[src/rtl/mac_accumulator_if.sv]
// Stream bundle for mac_accumulator: product beats in, frame results out.
// ACC_W must match the ACC_W of the mac_accumulator instance it connects to.
interface mac_accumulator_if #(
    parameter int ACC_W = 24
);
    logic             in_valid;
    logic             in_ready;
    logic [15:0]      prod;
    logic             in_last;
    logic             out_valid;
    logic             out_ready;
    logic [ACC_W-1:0] acc_out;
    logic [15:0]      out_count;
    logic             overflow;

    // Upstream/downstream side: supplies beats and consumes results.
    modport master (
        output in_valid, prod, in_last, out_ready,
        input  in_ready, out_valid, acc_out, out_count, overflow
    );

    // Accumulator side.
    modport slave (
        input  in_valid, prod, in_last, out_ready,
        output in_ready, out_valid, acc_out, out_count, overflow
    );
endinterface

[src/rtl/mac_accumulator.sv]
// Frame accumulator for unsigned 16-bit products. Sums beats with saturation
// until in_last or MAX_LEN beats, then holds the frame result until the
// downstream handshake. ACCUM accepts beats; HOLD presents the result.
module mac_accumulator #(
    parameter int ACC_W   = 24,
    parameter int MAX_LEN = 256
) (
    input  logic           clk,
    input  logic           rst,
    mac_accumulator_if.slave bus
);
    typedef enum logic {
        ACCUM = 1'b0,
        HOLD  = 1'b1
    } state_t;

    localparam logic [ACC_W-1:0] SAT_MAX   = '1;
    localparam logic [15:0]      LEN_LIMIT = 16'(MAX_LEN);

    state_t           state;
    state_t           state_next;
    logic [ACC_W-1:0] sum;
    logic [15:0]      count;
    logic             ovf;

    logic             accept;
    logic             handshake;
    logic             close;
    logic [ACC_W:0]   sum_wide;
    logic [ACC_W-1:0] sum_sat;
    logic [15:0]      count_inc;
    logic             ovf_next;

    // State register; reset lands in ACCUM so a fresh frame starts cleanly.
    always_ff @(posedge clk or posedge rst) begin
        // NOTE: sequential state uses non-blocking assignments so every register sees pre-edge values.
        if (rst) begin
            state <= ACCUM;
        end else begin
            state <= state_next;
        end
    end

    // Next state and handshake outputs; ready/valid are pure functions of state.
    always_comb begin
        // NOTE: every output gets a default first so no path can infer a latch.
        state_next    = state;
        bus.in_ready  = 1'b0;
        bus.out_valid = 1'b0;
        accept        = 1'b0;
        handshake     = 1'b0;
        case (state)
            ACCUM: begin
                bus.in_ready = 1'b1;
                accept       = bus.in_valid;
                if (close) begin
                    state_next = HOLD;
                end
            end
            HOLD: begin
                bus.out_valid = 1'b1;
                handshake     = bus.out_ready;
                if (handshake) begin
                    state_next = ACCUM;
                end
            end
            default: state_next = ACCUM;
        endcase
    end

    // Post-update values of the running frame for the beat on the bus.
    always_comb begin
        sum_wide  = {1'b0, sum} + (ACC_W+1)'(bus.prod);
        sum_sat   = sum_wide[ACC_W] ? SAT_MAX : sum_wide[ACC_W-1:0];
        count_inc = count + 16'd1;
        ovf_next  = ovf | sum_wide[ACC_W];
        // count never exceeds MAX_LEN-1 while accumulating, so count_inc cannot wrap.
        close     = accept && (bus.in_last || (count_inc == LEN_LIMIT));
    end

    // Running frame and reported result; the result registers only change on close or consume.
    always_ff @(posedge clk or posedge rst) begin
        if (rst) begin
            sum           <= '0;
            count         <= '0;
            ovf           <= 1'b0;
            bus.acc_out   <= '0;
            bus.out_count <= '0;
            bus.overflow  <= 1'b0;
        end else if (accept) begin
            sum   <= sum_sat;
            count <= count_inc;
            ovf   <= ovf_next;
            if (close) begin
                bus.acc_out   <= sum_sat;
                bus.out_count <= count_inc;
                bus.overflow  <= ovf_next;
            end
        end else if (handshake) begin
            // Result consumed: the next frame starts from zero.
            sum          <= '0;
            count        <= '0;
            ovf          <= 1'b0;
            bus.overflow <= 1'b0;
        end
    end
endmodule

[src/flat_wrapper.sv]
// flat-port wrapper written by rule: the top's interface ports become plain ports
module mac_accumulator_flat 
#(
    parameter int ACC_W   = 24,
    parameter int MAX_LEN = 256
)
  (clk, rst, bus_in_valid, bus_prod, bus_in_last, bus_out_ready, bus_in_ready, bus_out_valid, bus_acc_out, bus_out_count, bus_overflow);
  mac_accumulator_if #(.ACC_W(ACC_W)) bus_i ();
  input  logic clk;
  input  logic rst;
  input wire logic [$bits(bus_i.in_valid)-1:0] bus_in_valid;
  input wire logic [$bits(bus_i.prod)-1:0] bus_prod;
  input wire logic [$bits(bus_i.in_last)-1:0] bus_in_last;
  input wire logic [$bits(bus_i.out_ready)-1:0] bus_out_ready;
  output wire logic [$bits(bus_i.in_ready)-1:0] bus_in_ready;
  output wire logic [$bits(bus_i.out_valid)-1:0] bus_out_valid;
  output wire logic [$bits(bus_i.acc_out)-1:0] bus_acc_out;
  output wire logic [$bits(bus_i.out_count)-1:0] bus_out_count;
  output wire logic [$bits(bus_i.overflow)-1:0] bus_overflow;
  assign bus_i.in_valid = bus_in_valid;
  assign bus_i.prod = bus_prod;
  assign bus_i.in_last = bus_in_last;
  assign bus_i.out_ready = bus_out_ready;
  assign bus_in_ready = bus_i.in_ready;
  assign bus_out_valid = bus_i.out_valid;
  assign bus_acc_out = bus_i.acc_out;
  assign bus_out_count = bus_i.out_count;
  assign bus_overflow = bus_i.overflow;
  mac_accumulator #(.ACC_W(ACC_W), .MAX_LEN(MAX_LEN)) u_core (.clk(clk), .rst(rst), .bus(bus_i));
endmodule
[config.mk]
export PLATFORM = sky130hd
export DESIGN_NAME = mac_accumulator_flat
export DESIGN_NICKNAME = d
export VERILOG_FILES = /design/src/rtl/mac_accumulator_if.sv /design/src/rtl/mac_accumulator.sv /design/src/flat_wrapper.sv
export SDC_FILE = /design/constraint.sdc
export NUM_CORES = 1
export LEC_CHECK = 0
export ABC_AREA = 1
export BUFFER_PORTS_ARGS = -buffer_cell sky130_fd_sc_hd__buf_4
export CAP_MARGIN = 20
export CORE_ASPECT_RATIO = 1.1
export CORE_MARGIN = 2
export CORE_UTILIZATION = 63
export CTS_CLUSTER_SIZE = 16
export DETAILED_ROUTE_END_ITERATION = 16
export MAX_ROUTING_LAYER = met4
export PLACE_DENSITY = 0.86
export SKIP_LAST_GASP = 1
export SLEW_MARGIN = 5
export SYNTH_ARGS = -nofsm -noshare
export SYNTH_HDL_FRONTEND = slang
export SYNTH_SLANG_ARGS = --single-unit
[constraint.sdc]
create_clock -name clk -period 4.3 [get_ports clk]
set_clock_uncertainty 0.15 [all_clocks]
set_input_delay 0.215 -clock clk [delete_from_list [all_inputs] [get_ports clk]]
set_output_delay 0.215 -clock clk [all_outputs]
set_load 0.005 [all_outputs]
# Yosys cells after proc, flatten, opt, wreduce, memory -nomap -nowiden
# Index checks and enable logic that the tools add are counted.
# op_classes
eq_ne	2
n_bitwise	2
n_reduce_logical	5
muxes	16
addsub	2
# ops
operator	n
$mux W24	3
$mux W16	2
$add A24 B16 Y25	1
$add A16 B1 Y16 const B	1
$eq A16 B9 Y1 const B	1
$mux W1	10
$reduce_and A2 Y1	2
$ne A2 B2 Y1 const B	1
$pmux W1 S2	1
$reduce_bool A2 Y1	1
$logic_and A1 B1 Y1	1
$logic_or A1 B1 Y1	1
$not A1 Y1	1
$or A1 B1 Y1	1
# word_totals
input_bits	21
out_inout_bits	43
regBits	83

# Depth between registers and ports, before layout
# depth
word_depth	6
mapped_depth	16

# Worst setup path before layout
# OpenSTA, ideal clock, no wires.
# synth_path
path_type	register to register
startpoint	register u_core.sum[0]
endpoint	register u_core.sum[16]
path_stages_with_launch	13
setup_slack_ns	2.043
n_path_buf	0
synth_period_minus_slack_ns	2.257
arrival_ns	1.966
path_cell_list	dfrtp_1 -> ha_1 -> fa_1 -> nand3_1 -> nand3_1 -> nand2_1 -> nand2_1 -> nand2_1 -> nand2_1 -> nand3b_2 -> inv_1 -> nor2_1 -> o22ai_1
# synth_via
elab_chain_len	3
# synth_rtl
item	line	rtl
start: declaration	mac_accumulator.sv:22	logic [ACC_W-1:0] sum;
start signal: assignment	mac_accumulator.sv:91	sum <= sum_sat;
$add A24 B16 Y25	mac_accumulator.sv:73	sum_wide = {1'b0, sum} + (ACC_W+1)'(bus.prod);
$mux W24	mac_accumulator.sv:74	sum_sat = sum_wide[ACC_W] ? SAT_MAX : sum_wide[ACC_W-1:0];
$mux W24	mac_accumulator.sv:90	end else if (accept) begin
# No other way between the ends.
# A chain may end at the register's enable or synchronous reset.

# Final worst setup path
# layout_path
startpoint	register u_core.count[0]
endpoint	register u_core.bus.acc_out[5]
# layout_via
elab_chain_len	5
# layout_rtl
item	line	rtl
start: declaration	mac_accumulator.sv:23	logic [15:0] count;
start signal: assignment	mac_accumulator.sv:92	count <= count_inc;
$add A16 B1 Y16	mac_accumulator.sv:75	count_inc = count + 16'd1;
$eq A16 B9 Y1	mac_accumulator.sv:78	close = accept && (bus.in_last || (count_inc == LEN_LIMIT));
$logic_or A1 B1 Y1	mac_accumulator.sv:78	
$logic_and A1 B1 Y1	mac_accumulator.sv:78	
$reduce_and A2 Y1 (no source line)	--	
end signal: assignment	mac_accumulator.sv:95	bus.acc_out <= sum_sat;
end: declaration	mac_accumulator_if.sv:25	output in_ready, out_valid, acc_out, out_count, overflow
# No other way between the ends.

==> flow_metrics.tcl <==
set metrics [dict create \
    io_pins 64 \
    drt-wirelength-per-cell_um 14.93 \
    core_area_sq_um 7473 \
    maxSlewViolCount 0 \
    fin_nets 741 \
    place_congestion 0.9785 \
    fin_area_sq_um 5583 \
    layout-drive-gt1-share_pct 16.15 \
    register_area_sq_um 2077 \
    min_path_type "in -> reg" \
    numCtsBuffers 9 \
    whs_path_depth 4 \
    max_stage_delay_ns 0.46 \
    worst_path_most_repeated_cell "nand2_1" \
    drc 0 \
    grt.total_usage_pct 31.44 \
    ys_seq_area_share_pct 42.81 \
    postSynthCellCount 642 \
    fin_cells 811 \
    dp.cells 793 \
    dp_hpwl_mm 8.848 \
    worstPathCellList "ha_1 -> nand3_2 -> inv_2 -> nand2_1 -> clkinv_1 -> nand2_1 -> nand2_1 -> nand2_1 -> nand2_1 -> nor2_1 -> nand2_1 -> nand2_2 -> nand2_4 -> nand2_1 -> o21ai_2" \
    setup_viol_count_final 0 \
    syn_area_sq_um 4852 \
    initial_core_util_pct 64.93 \
    grt_max_degree 74 \
    num_vias 4521 \
    fmax_mhz 345.5 \
    clk_pin_slew_worst_paths_ns 0.09 \
    htreeDepth 3 \
    worstHoldStart "bus_prod[0]" \
    leakage_nw 2.817 \
    grt_pass1_vias 4314 \
    cpMaxStageDelayCell "dfrtp_1" \
    grt-ovfl-total 0 \
    reg2reg_setup_slack_ns 1.41 \
    hold_viol 0 \
    grt_pass1_wl_mm 19.98 \
    path_buf_inv 2 \
    reg2reg_from "u_core.count[0]" \
    postRouteAntennaNets 0 \
    cp.required_ns 4.38 \
    startpoint "u_core.count[0]" \
    ys_warn_count 0 \
    dieArea_sq_um 8421 \
    r2r-end "u_core.bus.acc_out[5]" \
    first_pass_iters 6 \
    worstPathMaxFanout 73 \
    drt_iter0_markers 231 \
    io_buffers 63 \
    post-route-period-util_pct 67.31 \
    fin_setup_tns_ns 0 \
    maxCapViolCount 0 \
    area_growth_pct 15.06 \
    synth.distinct_cells 35 \
    num-fill-cells 576 \
    peakVddDrop_mv 0.3844 \
    start_kind "register" \
    end_kind "register" \
    antenna_found_initial 0 \
    post-route-min-period_ns 2.894 \
    diodes 0 \
    status "complete, no violations" \
    die_x_um 87.68 \
    viasPerCell 5.575 \
    ys_ff_latch 83 \
    place_area_sq_um 5363 \
    crit_arrival_ns 2.97 \
    path_class "reg -> reg" \
    power_density_nw_per_um2 552.9 \
    syn-num-nets 682 \
    multi_input_area_sq_um 2421 \
    cts.sinks 83 \
    hold_path_end "u_core.bus.acc_out[0]" \
    rsz0062_at_grt "false" \
    clockBufferDepth 2 \
    ff2ff_path_depth 15 \
    ctsRootBufferMaster "clkbuf_8" \
    drt_wl_total_mm 12.11 \
    cpLargestDelayFamily "simple AND/OR/NAND/NOR gates" \
    rows 33 \
    clk_latency_ns 0.35 \
    tightest_slew_ns 0.9295 \
    hold_slack_ns 0.1218 \
    syn_avg_cell_area_sq_um 7.558 \
    die_y_um 96.05 \
    cts_tree "built" \
    slew_headroom_pct 37.88 \
]
-- tightest hold or removal path, stage by stage --
cell	delay, ns
buf_4	0.08
ha_1	0.12
nor2_1	0.06
o21ai_1	0.12
-- metrics by stage --
step                      worst slack, ns  power [W]  utilization (%)
after floorplan                     1.798   0.002041                -
after global placement              1.538   0.002448            71.76
after detailed placement            1.438   0.002504            71.76
after CTS                           1.427   0.003082            74.70
after global routing                1.077   0.003328            74.70
final                               1.406   0.003087            74.70
-- cells in the final DEF, fill, tap and decap left out, drive strengths merged, types with 3 or more instances in the layout --
master,netlist,final
nand4,11,11
inv,64,65
ha,18,18
dfrtp,83,83
nand3,64,64
nand2,190,190
o21ai,68,68
a21oi,15,15
buf,10,65
nor3,6,6
a21o,3,3
xor2,10,10
clkbuf,9,9
nor2,63,63
clkinv,1,4
o22ai,17,17
-- synthesized netlist by cell type (all sizes together) --
| cell | count | share of area [%] |
|---|---|---|
| inv | 64 | 5.0 |
| a21oi | 15 | 1.5 |
| dfrtp | 83 | 43 |
| xor2 | 10 | 1.8 |
| o211ai | 2 | 0.31 |
| fa | 1 | 0.41 |
| nor2 | 63 | 5.3 |
| buf | 10 | 1.6 |
| and3 | 1 | 0.13 |
| nand3 | 64 | 6.7 |
| xnor2 | 2 | 0.36 |
| nor3 | 6 | 0.62 |
| a31oi | 1 | 0.13 |
| or2 | 1 | 0.13 |
| nand3b | 1 | 0.23 |
| and2 | 1 | 0.13 |
| clkinv | 1 | 0.077 |
| nand2 | 190 | 15 |
| ha | 18 | 4.6 |
| o21ai | 68 | 8.3 |
| nand4 | 11 | 1.4 |
| a21o | 3 | 0.46 |
| o22ai | 17 | 2.2 |
| clkbuf | 9 | 0.70 |
-- registers in the layout, summed over array words and instances, names as in the netlist --
signal	cells
u_core.count	16
u_core.bus.overflow	1
u_core.sum	24
u_core.bus.acc_out	24
u_core.state	1
u_core.ovf	1
u_core.bus.out_count	16
-- per-layer routing --
metal / track usage [%] / wire (um) / vias up
li1: - / - / 2233
met1: 39.01 / 5153 / 2097
met2: 51.89 / 5950 / 170
met3: 4.460 / 708 / 21
met4: 12.69 / 295 / 0
met5: - / 0 / -
-- what timing repair did --
item                       in CTS  in global routing
setup endpoints to repair       0                  0
hold buffers                    2                  0
resized for setup               0                  0
buffers inserted                0                  0
hold endpoints to repair       52                  0
-- logic make-up after synthesis --
group	synth area share [%]
buffers and inverters	7.297
adder cells (fa/ha/maj)	5.054
XOR/XNOR	2.166
AND/OR/NAND/NOR	29.71
flip-flops	42.81
AO/OA/AOI/OAI	12.97
-- worst max-delay path by stage --
stage	to	slack [ns]	cells after the start
3_3_place_gp	u_core.bus.acc_out[13]	1.54	12
5_1_grt	u_core.bus.acc_out[11]	1.08	15
3_5_place_dp	u_core.bus.acc_out[5]	1.44	15
4_1_cts	u_core.bus.acc_out[5]	1.43	15
2_1_floorplan	u_core.bus.acc_out[0]	1.80	1
6_report	u_core.bus.acc_out[5]	1.41	15
-- report_power, final --
part | internal [W] | switching, W | total [W]
combinational | 0.000537 | 0.000834 | 0.00137
sequential | 0.000983 | 0.000156 | 0.00114
clock | 0.000273 | 0.000305 | 0.000577
-- area by class of cell --
class	count	share of cell area, %
inverters	65	4.393
repair buffers	67	9.099
flip-flops and latches	83	37.20
well taps	105	2.353
multi-input cells	475	43.37
clock buffers	9	2.219
clock inverters	7	1.367
Note: power is estimated with default switching activity, not from simulation.
